**config.mk**
```make
export PLATFORM = sky130hd
export DESIGN_NAME = dec_lut_pipe_flat
export DESIGN_NICKNAME = d
export VERILOG_FILES = /design/src/rtl/dec_lut_pipe_if.sv /design/src/rtl/dec_lut_pipe.sv /design/src/flat_wrapper.sv
export SDC_FILE = /design/constraint.sdc
export NUM_CORES = 1
export LEC_CHECK = 0
export CAP_MARGIN = 0
export CORE_UTILIZATION = 51
export CTS_BUF_LIST = sky130_fd_sc_hd__clkbuf_4 sky130_fd_sc_hd__clkbuf_8
export CTS_CLUSTER_SIZE = 28
export DETAILED_ROUTE_END_ITERATION = 6
export PLACE_DENSITY = 0.81
export SLEW_MARGIN = 20
export SYNTH_ARGS = -nofsm -noshare
export SYNTH_HDL_FRONTEND = slang
export SYNTH_SLANG_ARGS = --single-unit
```
**constraint.sdc**
```tcl
create_clock -name clk -period 1.77 [get_ports clk]
set_clock_uncertainty 0.15 [all_clocks]
set_input_delay 0.177 -clock clk [delete_from_list [all_inputs] [get_ports clk]]
set_output_delay 0.177 -clock clk [all_outputs]
set_load 0.02 [all_outputs]
```
**src/rtl/dec_lut_pipe_if.sv**
```systemverilog
// Stream and configuration bundle for dec_lut_pipe. The block is the slave; a
// neighbouring datapath block or the testbench is the master.
interface dec_lut_pipe_if #(
  parameter int N_IN = 4,
  parameter int N_FN = 1
);
  localparam int D    = 1 << N_IN;
  localparam int FN_W = (N_FN > 1) ? $clog2(N_FN) : 1;

  logic            en;
  logic            en_l;
  logic            in_valid;
  logic            in_ready;
  logic [N_IN-1:0] in_x;
  logic            cfg_we;
  logic [FN_W-1:0] cfg_fn;
  logic [D-1:0]    cfg_mask;
  logic            out_valid;
  logic            out_ready;
  logic [N_FN-1:0] out_f;
  logic [D-1:0]    out_dec;

  modport master (
    output en, en_l, in_valid, in_x, cfg_we, cfg_fn, cfg_mask, out_ready,
    input  in_ready, out_valid, out_f, out_dec
  );

  modport slave (
    input  en, en_l, in_valid, in_x, cfg_we, cfg_fn, cfg_mask, out_ready,
    output in_ready, out_valid, out_f, out_dec
  );
endinterface

```
**src/rtl/dec_lut_pipe.sv**
```systemverilog
// Two-stage decoder-based sum-of-minterms generator with programmable masks.
// Optional per-function saturating hit counters are built with DEC_LUT_HITCNT_EN.
module dec_lut_pipe #(
  parameter int          N_IN      = 4,
  parameter int          N_FN      = 1,
  parameter logic [63:0] MASK_INIT = 64'h0000_0000_0000_F0F0
) (
  input  logic                 clk,
  input  logic                 rst_n,
  dec_lut_pipe_if.slave        bus
`ifdef DEC_LUT_HITCNT_EN
  ,
  output logic [16*N_FN-1:0]   hit_cnt
`endif
);
  localparam int           D        = 1 << N_IN;
  localparam int           FN_W     = (N_FN > 1) ? $clog2(N_FN) : 1;
  localparam logic [D-1:0] MASK_RST = MASK_INIT[D-1:0];

  logic                     adv_s;
  logic [D-1:0]             dec1_d;
  logic [D-1:0]             dec1_q;
  logic                     v1_q;
  logic                     out_valid_q;
  logic [D-1:0]             out_dec_q;
  logic [N_FN-1:0]          out_f_d;
  logic [N_FN-1:0]          out_f_q;
  logic [N_FN-1:0][D-1:0]   mask_q;
  logic [N_FN-1:0]          mask_we_s;

  // Both stages move together; a full, stalled output freezes the pipe.
  assign adv_s         = !out_valid_q || bus.out_ready;
  assign bus.in_ready  = adv_s;
  assign bus.out_valid = out_valid_q;
  assign bus.out_dec   = out_dec_q;
  assign bus.out_f     = out_f_q;

  // One-hot decode of the select word, gated by both enables.
  always_comb begin
    dec1_d = '0;
    if (bus.en && !bus.en_l) begin
      dec1_d[bus.in_x] = 1'b1;
    end else begin
      dec1_d = '0;
    end
  end

  // Function evaluation against the current masks and per-function write strobes.
  always_comb begin
    out_f_d   = '0;
    mask_we_s = '0;
    for (int k = 0; k < N_FN; k++) begin
      out_f_d[k]   = |(dec1_q & mask_q[k]);
      mask_we_s[k] = bus.cfg_we && (bus.cfg_fn == FN_W'(k));
    end
  end

  // Stage 1: capture the decoded beat.
  always_ff @(posedge clk or negedge rst_n) begin
    if (!rst_n) begin
      v1_q   <= 1'b0;
      dec1_q <= '0;
    end else if (adv_s) begin
      if (bus.in_valid) begin
        v1_q   <= 1'b1;
        dec1_q <= dec1_d;
      end else begin
        v1_q   <= 1'b0;
      end
    end
  end

  // Stage 2: registered outputs, masks sampled at the transfer.
  always_ff @(posedge clk or negedge rst_n) begin
    if (!rst_n) begin
      out_valid_q <= 1'b0;
      out_dec_q   <= '0;
      out_f_q     <= '0;
    end else if (adv_s) begin
      out_valid_q <= v1_q;
      out_dec_q   <= dec1_q;
      out_f_q     <= out_f_d;
    end
  end

  // Mask registers; writes ignore the stall, so a same-edge transfer sees the old value.
  always_ff @(posedge clk or negedge rst_n) begin
    if (!rst_n) begin
      for (int k = 0; k < N_FN; k++) begin
        mask_q[k] <= MASK_RST;
      end
    end else begin
      for (int k = 0; k < N_FN; k++) begin
        if (mask_we_s[k]) begin
          mask_q[k] <= bus.cfg_mask;
        end
      end
    end
  end

`ifdef DEC_LUT_HITCNT_EN
  logic [N_FN-1:0][15:0] hit_q;
  logic                  fire_s;

  assign fire_s = out_valid_q && bus.out_ready;

  // Saturating hit counters; a mask write to the same function clears and wins.
  always_ff @(posedge clk or negedge rst_n) begin
    if (!rst_n) begin
      hit_q <= '0;
    end else begin
      for (int k = 0; k < N_FN; k++) begin
        if (mask_we_s[k]) begin
          hit_q[k] <= 16'h0000;
        end else if (fire_s && out_f_q[k] && (hit_q[k] != 16'hFFFF)) begin
          hit_q[k] <= hit_q[k] + 16'd1;
        end
      end
    end
  end

  assign hit_cnt = hit_q;
`endif
endmodule

```
**src/flat_wrapper.sv**
```systemverilog
// flat-port wrapper written by rule: the top's interface ports become plain ports
module dec_lut_pipe_flat 
#(
  parameter int          N_IN      = 4,
  parameter int          N_FN      = 1,
  parameter logic [63:0] MASK_INIT = 64'h0000_0000_0000_F0F0
)
  (clk, rst_n, bus_en, bus_en_l, bus_in_valid, bus_in_x, bus_cfg_we, bus_cfg_fn, bus_cfg_mask, bus_out_ready, bus_in_ready, bus_out_valid, bus_out_f, bus_out_dec);
  dec_lut_pipe_if #(.N_IN(N_IN), .N_FN(N_FN)) bus_i ();
  input  logic clk;
  input  logic rst_n;
  input wire logic [$bits(bus_i.en)-1:0] bus_en;
  input wire logic [$bits(bus_i.en_l)-1:0] bus_en_l;
  input wire logic [$bits(bus_i.in_valid)-1:0] bus_in_valid;
  input wire logic [$bits(bus_i.in_x)-1:0] bus_in_x;
  input wire logic [$bits(bus_i.cfg_we)-1:0] bus_cfg_we;
  input wire logic [$bits(bus_i.cfg_fn)-1:0] bus_cfg_fn;
  input wire logic [$bits(bus_i.cfg_mask)-1:0] bus_cfg_mask;
  input wire logic [$bits(bus_i.out_ready)-1:0] bus_out_ready;
  output wire logic [$bits(bus_i.in_ready)-1:0] bus_in_ready;
  output wire logic [$bits(bus_i.out_valid)-1:0] bus_out_valid;
  output wire logic [$bits(bus_i.out_f)-1:0] bus_out_f;
  output wire logic [$bits(bus_i.out_dec)-1:0] bus_out_dec;
  assign bus_i.en = bus_en;
  assign bus_i.en_l = bus_en_l;
  assign bus_i.in_valid = bus_in_valid;
  assign bus_i.in_x = bus_in_x;
  assign bus_i.cfg_we = bus_cfg_we;
  assign bus_i.cfg_fn = bus_cfg_fn;
  assign bus_i.cfg_mask = bus_cfg_mask;
  assign bus_i.out_ready = bus_out_ready;
  assign bus_in_ready = bus_i.in_ready;
  assign bus_out_valid = bus_i.out_valid;
  assign bus_out_f = bus_i.out_f;
  assign bus_out_dec = bus_i.out_dec;
  dec_lut_pipe #(.N_IN(N_IN), .N_FN(N_FN), .MASK_INIT(MASK_INIT)) u_core (.clk(clk), .rst_n(rst_n), .bus(bus_i));
endmodule
```
Yosys cells after proc, flatten, opt, wreduce, memory -nomap -nowiden. Cells that the tools add are included.

Register bits: 51. Input bits: 28. Output and inout bits: 19. Word-level logic and storage cells: 22.

$lt $le $gt $ge: 2. Multiplexer cells: 4. Bitwise gates (word level): 2. Reduce and logical (&&, ||, !) cells: 8.

Operators with widths (number): AND 16 bit (1); two-way mux 16 bit (1); OR reduction 16 bit (1); less-than comparator 4 x 5 -> 1 bit (second input constant) (1); demux 1 bit (select 4 bit) (1); greater-or-equal comparator 4 x 1 -> 1 bit (second input constant) (1); logical AND 1 bit (3); zero test 1 bit (2); two-way mux 1 bit (2); AND reduction 2 bit (1); logical OR 1 bit (1); NOT 1 bit (1).

Depth between registers and ports, before layout.
Depth after elaboration: 5. Gate-level depth with buffers: 7. Gate-level depth less buffers: 5.

Worst setup path after synthesis. No wires, ideal clock.

Path kind: register -> register. From: register u_core.out_valid_q (netlist: u_core.bus.out_valid). To: register u_core.dec1_q[8]. Library setup time: 92 ps. Data arrival time: 1503 ps. Required time: 1528 ps. Slack: 26 ps. Stages on the path, launching flop included: 7. Buffers on the path: 1. Period minus slack after synthesis: 1744 ps. Cells stage by stage: dfrtp_1 > nor2b_4 > buf_6 > clkinv_2 > nand2_4 > or4_4 > o31ai_2.

Longest elaborated chain between the ends: 3.

Ends and longest elaborated chain: start, declared (line dec_lut_pipe.sv:24) `logic out_valid_q;`; start signal, assigned (line dec_lut_pipe.sv:80) `out_valid_q <= v1_q;`; zero test 1 bit (line dec_lut_pipe.sv:32) `assign adv_s = !out_valid_q || bus.out_ready;`; logical OR 1 bit (line dec_lut_pipe.sv:32); AND reduction 2 bit (no line); end signal, assigned (line dec_lut_pipe.sv:62) `dec1_q <= '0;`; end signal, assigned (line dec_lut_pipe.sv:66) `dec1_q <= dec1_d;`; end, declared (line dec_lut_pipe.sv:22) `logic [D-1:0] dec1_q;`.

No other way between the ends. A chain may end at the register's enable or synchronous reset.

Worst setup path after layout.
From: register u_core.out_f_q (netlist: u_core.bus.out_f). To: output port bus_out_f.

RTL lines: start, declared (line dec_lut_pipe.sv:27) `logic [N_FN-1:0] out_f_q;`; start signal, assigned (line dec_lut_pipe.sv:82) `out_f_q <= out_f_d;`; end, declared (line flat_wrapper.sv:22) `output wire logic [$bits(bus_i.out_f)-1:0] bus_out_f;`.

No word-level cell between the ends.

==> metrics.yaml <==
worst_hold_path:
  whs_endpoint: "u_core.bus.out_dec[6]$_DFFE_PN0P_"
  min_path_cells: 2
  hp-start: "u_core.bus.out_dec[6]$_DFFE_PN0P_"
  min_path_type: "register to register"
critical_path:
  crit_fanout: 2
  crit_slowest_cell: "clkdlybuf4s50_1"
  rrSetupSlack_ns: 0.19
  cpLargestDelayFamily: "buffers and inverters"
  r2r_end: "u_core.dec1_q[8]$_DFFE_PN0P_"
  critPathMaxStageDelay_ns: 0.61
  path_class: "register to primary output"
  startpoint: "u_core.bus.out_f$_DFFE_PN0P_"
  crit_arrival_ns: 1.27
  reg2reg_depth: 5
  endpoint_kind: "primary output"
  crit_required_ns: 1.44
  start_kind: "register"
  reg2reg_from: "u_core.bus.out_valid$_DFFE_PN0P_"
  critPathBufInv: 1
  crit_chain: "clkdlybuf4s50_1"
grt:
  busiest_layer: "met2"
  first_global_vias: 1544
  grtUsageMet2: 0.3724
  grt.overflow.total: 0
  grt_pass1_wl_um: 7238
  antenna_found_initial: 0
  use_met1: 0.3115
  grt_start_max_net_pins: 52
  use_met3: 0.04514
  track_usage: 0.2328
finish:
  drive_above_1_share: 0.2043
  area.growth.synth_to_final_pct: 31.90
  fin_area_mm2: 0.002695
  fillers: 286
  num_antenna_cells: 0
  instances_no_fill: 278
  nNetsFinal: 258
  utilization: 0.7199
placed_design:
  place_ws_ns: -0.05736
  dpl_cell_area_mm2: 0.002599
  dp.cells: 270
  gp_congestion: 0.8496
  dp_hpwl_um: 3279
  port_buffers: 46
die:
  row_count: 22
  die-area_mm2: 0.004263
  core_area_mm2: 0.003744
  fp.dieH_um: 65.30
  die_w_um: 65.30
  start_util: 0.5458
  ios: 47
synth:
  ys_seq_area_frac: 0.6295
  ys_ff_latch: 51
  yosys_warnings: 0
  synth_nets: 201
  synth.distinct_cells: 26
  synthCells: 173
  yosys-top-cells-area: "dfrtp_1, dfstp_2, nand2_1, mux2_2, a22o_1"
  yosys.area.top_type_share: 0.5266
  synth_area_mm2: 0.002043
  synth_area_leader_cell: "dfrtp_1"
  avgSynthCellArea_um2: 11.81
sta:
  setup_viol: 0
  hold_viol: 0
  worstMarginPinSlew_ns: 0.6226
  post-route-period-util: 0.9032
  fmax_ghz: 0.6255
  rsz0062_at_grt: "no"
  layout_setup_ws_ns: 0.1714
  min_period_ns: 1.599
  slew_viol_final: 0
  maxSlewHeadroom: 0.5849
route:
  drtIter0Drc: 128
  vias: 1483
  wire_per_inst_um: 15.24
  route.detailed.drc: 0
  drtPass1Iterations: 4
  drtAntennaViolNets: 0
  viasPerCell: 5.335
  wirelength_um: 4237
run:
  drv_cap: 0
run_status:
  status: "finished clean"
pwr:
  vdd_drop_max_uv: 638.8
  p_leak_nw: 1.246
  p_sw_frac: 0.2396
  p_comb_frac: 0.143
  seqPwrFrac: 0.571
  power.density_mw_per_mm2: 851.6
  totalPowerFinal_w: 0.002295
  internal_power_w: 0.001745
  power_frac_clock: 0.286
  p_sw_w: 0.0005499
clocking:
  cts.sink_count: 51
  numCtsBuffers: 5
  clkSlewWorstSetupHoldPaths_ns: 0.08
  clk_latency_ns: 0.30
  cts_root_buf: "clkbuf_8"
  cts_tree: "done"
  cts-htree-levels: 2
  clock_path_buffers: 2
  post_cts_buffers: 0
[worst max-delay path by stage]
stage / end / cells after the start
6_report: bus_out_f / 1
5_1_grt: bus_out_f / 1
3_3_place_gp: u_core.dec1_q[8]$_DFFE_PN0P_ / 6
3_5_place_dp: u_core.dec1_q[8]$_DFFE_PN0P_ / 6
2_1_floorplan: u_core.dec1_q[8]$_DFFE_PN0P_ / 6
4_1_cts: bus_out_f / 1
[metal layers]
metal,up-vias,routed length (um)
li1,703,-
met1,727,1896
met2,46,2081
met3,7,202
met4,0,56
met5,-,0
[timing repair]
action / 4_1_cts / 5_1_grt
resized for setup: 1 / 0
endpoints found under the setup margin: 1 / 0
endpoints found under the hold margin: 43 / 0
hold buffers: 1 / 0
[through the flow]
step	setup TNS, ns	hold slack (ns)
after global routing	0	0.3210
after CTS	0	0.3242
after global placement	-0.04229	0.1520
after detailed placement	-0.1051	0.1704
after floorplan	0	-0.2686
final	0	0.3220
[Yosys cell counts]
library cell,count
buf_2,1
a32o_1,3
a221oi_1,3
nand2_1,55
mux2_2,16
or4_4,1
o31ai_2,1
nand4bb_1,1
o21ai_1,2
dfstp_2,8
nand2b_1,2
nor4_1,1
a41oi_1,1
nor2_1,4
clkbuf_1,5
a22oi_1,2
a22o_1,12
nor2b_4,1
nor2b_1,3
o21ai_0,1
nand2_4,1
clkinv_2,1
dfrtp_1,43
buf_6,1
and3_1,1
inv_1,3
[flip-flops by register name, indices dropped and copies added (netlist names)]
name                  count
u_core.bus.out_f          1
u_core.v1_q               1
u_core.mask_q            16
u_core.bus.out_dec       16
u_core.dec1_q            16
u_core.bus.out_valid      1
[area by class of cell]
type | instances | area (um^2) | area share
flip-flops and latches | 51 | 1286 | 0.4773
well taps | 48 | 60.06 | 0.02228
clock buffers | 6 | 82.58 | 0.03064
multi-input cells | 111 | 705.7 | 0.2618
repair buffers | 57 | 539.3 | 0.2001
inverters | 4 | 16.27 | 0.006035
clock inverters | 1 | 5.005 | 0.001857
[cells in the final DEF, fill, tap and decap left out, drive strengths merged, types with 2 or more instances in the layout]
cell	instances
a22o	12
nand2	56
clkbuf	6
a221oi	3
nor2b	4
a22oi	2
dfrtp	43
nor2	4
inv	3
clkdlybuf4s50	44
dfstp	8
clkinv	2
nand2b	2
o21ai	3
a32o	3
mux2	16
buf	11
[logic make-up after synthesis]
family | share of synthesized area
buffers and inverters | 0.02510
flip-flops | 0.6295
AO/OA/AOI/OAI | 0.1041
AND/OR/NAND/NOR | 0.1531
multiplexers | 0.08818
[power groups by stage]
stage	registers [W]	clock network [W]	logic, W
finish	0.00131	0.000657	0.000328
CTS	0.00131	0.000678	0.000333
floorplan	0.00134	0	0.000145
global route	0.00132	0.000740	0.000357
global placement	0.00133	0	0.000320
detailed placement	0.00133	0	0.000332
[tightest hold or removal path, delay by kind of cell, from the launching register on]
family | cells | cell delay [ns]
flops | 1 | 0.35
simple gates | 2 | 0.10
(Power assumes the default switching activity.)
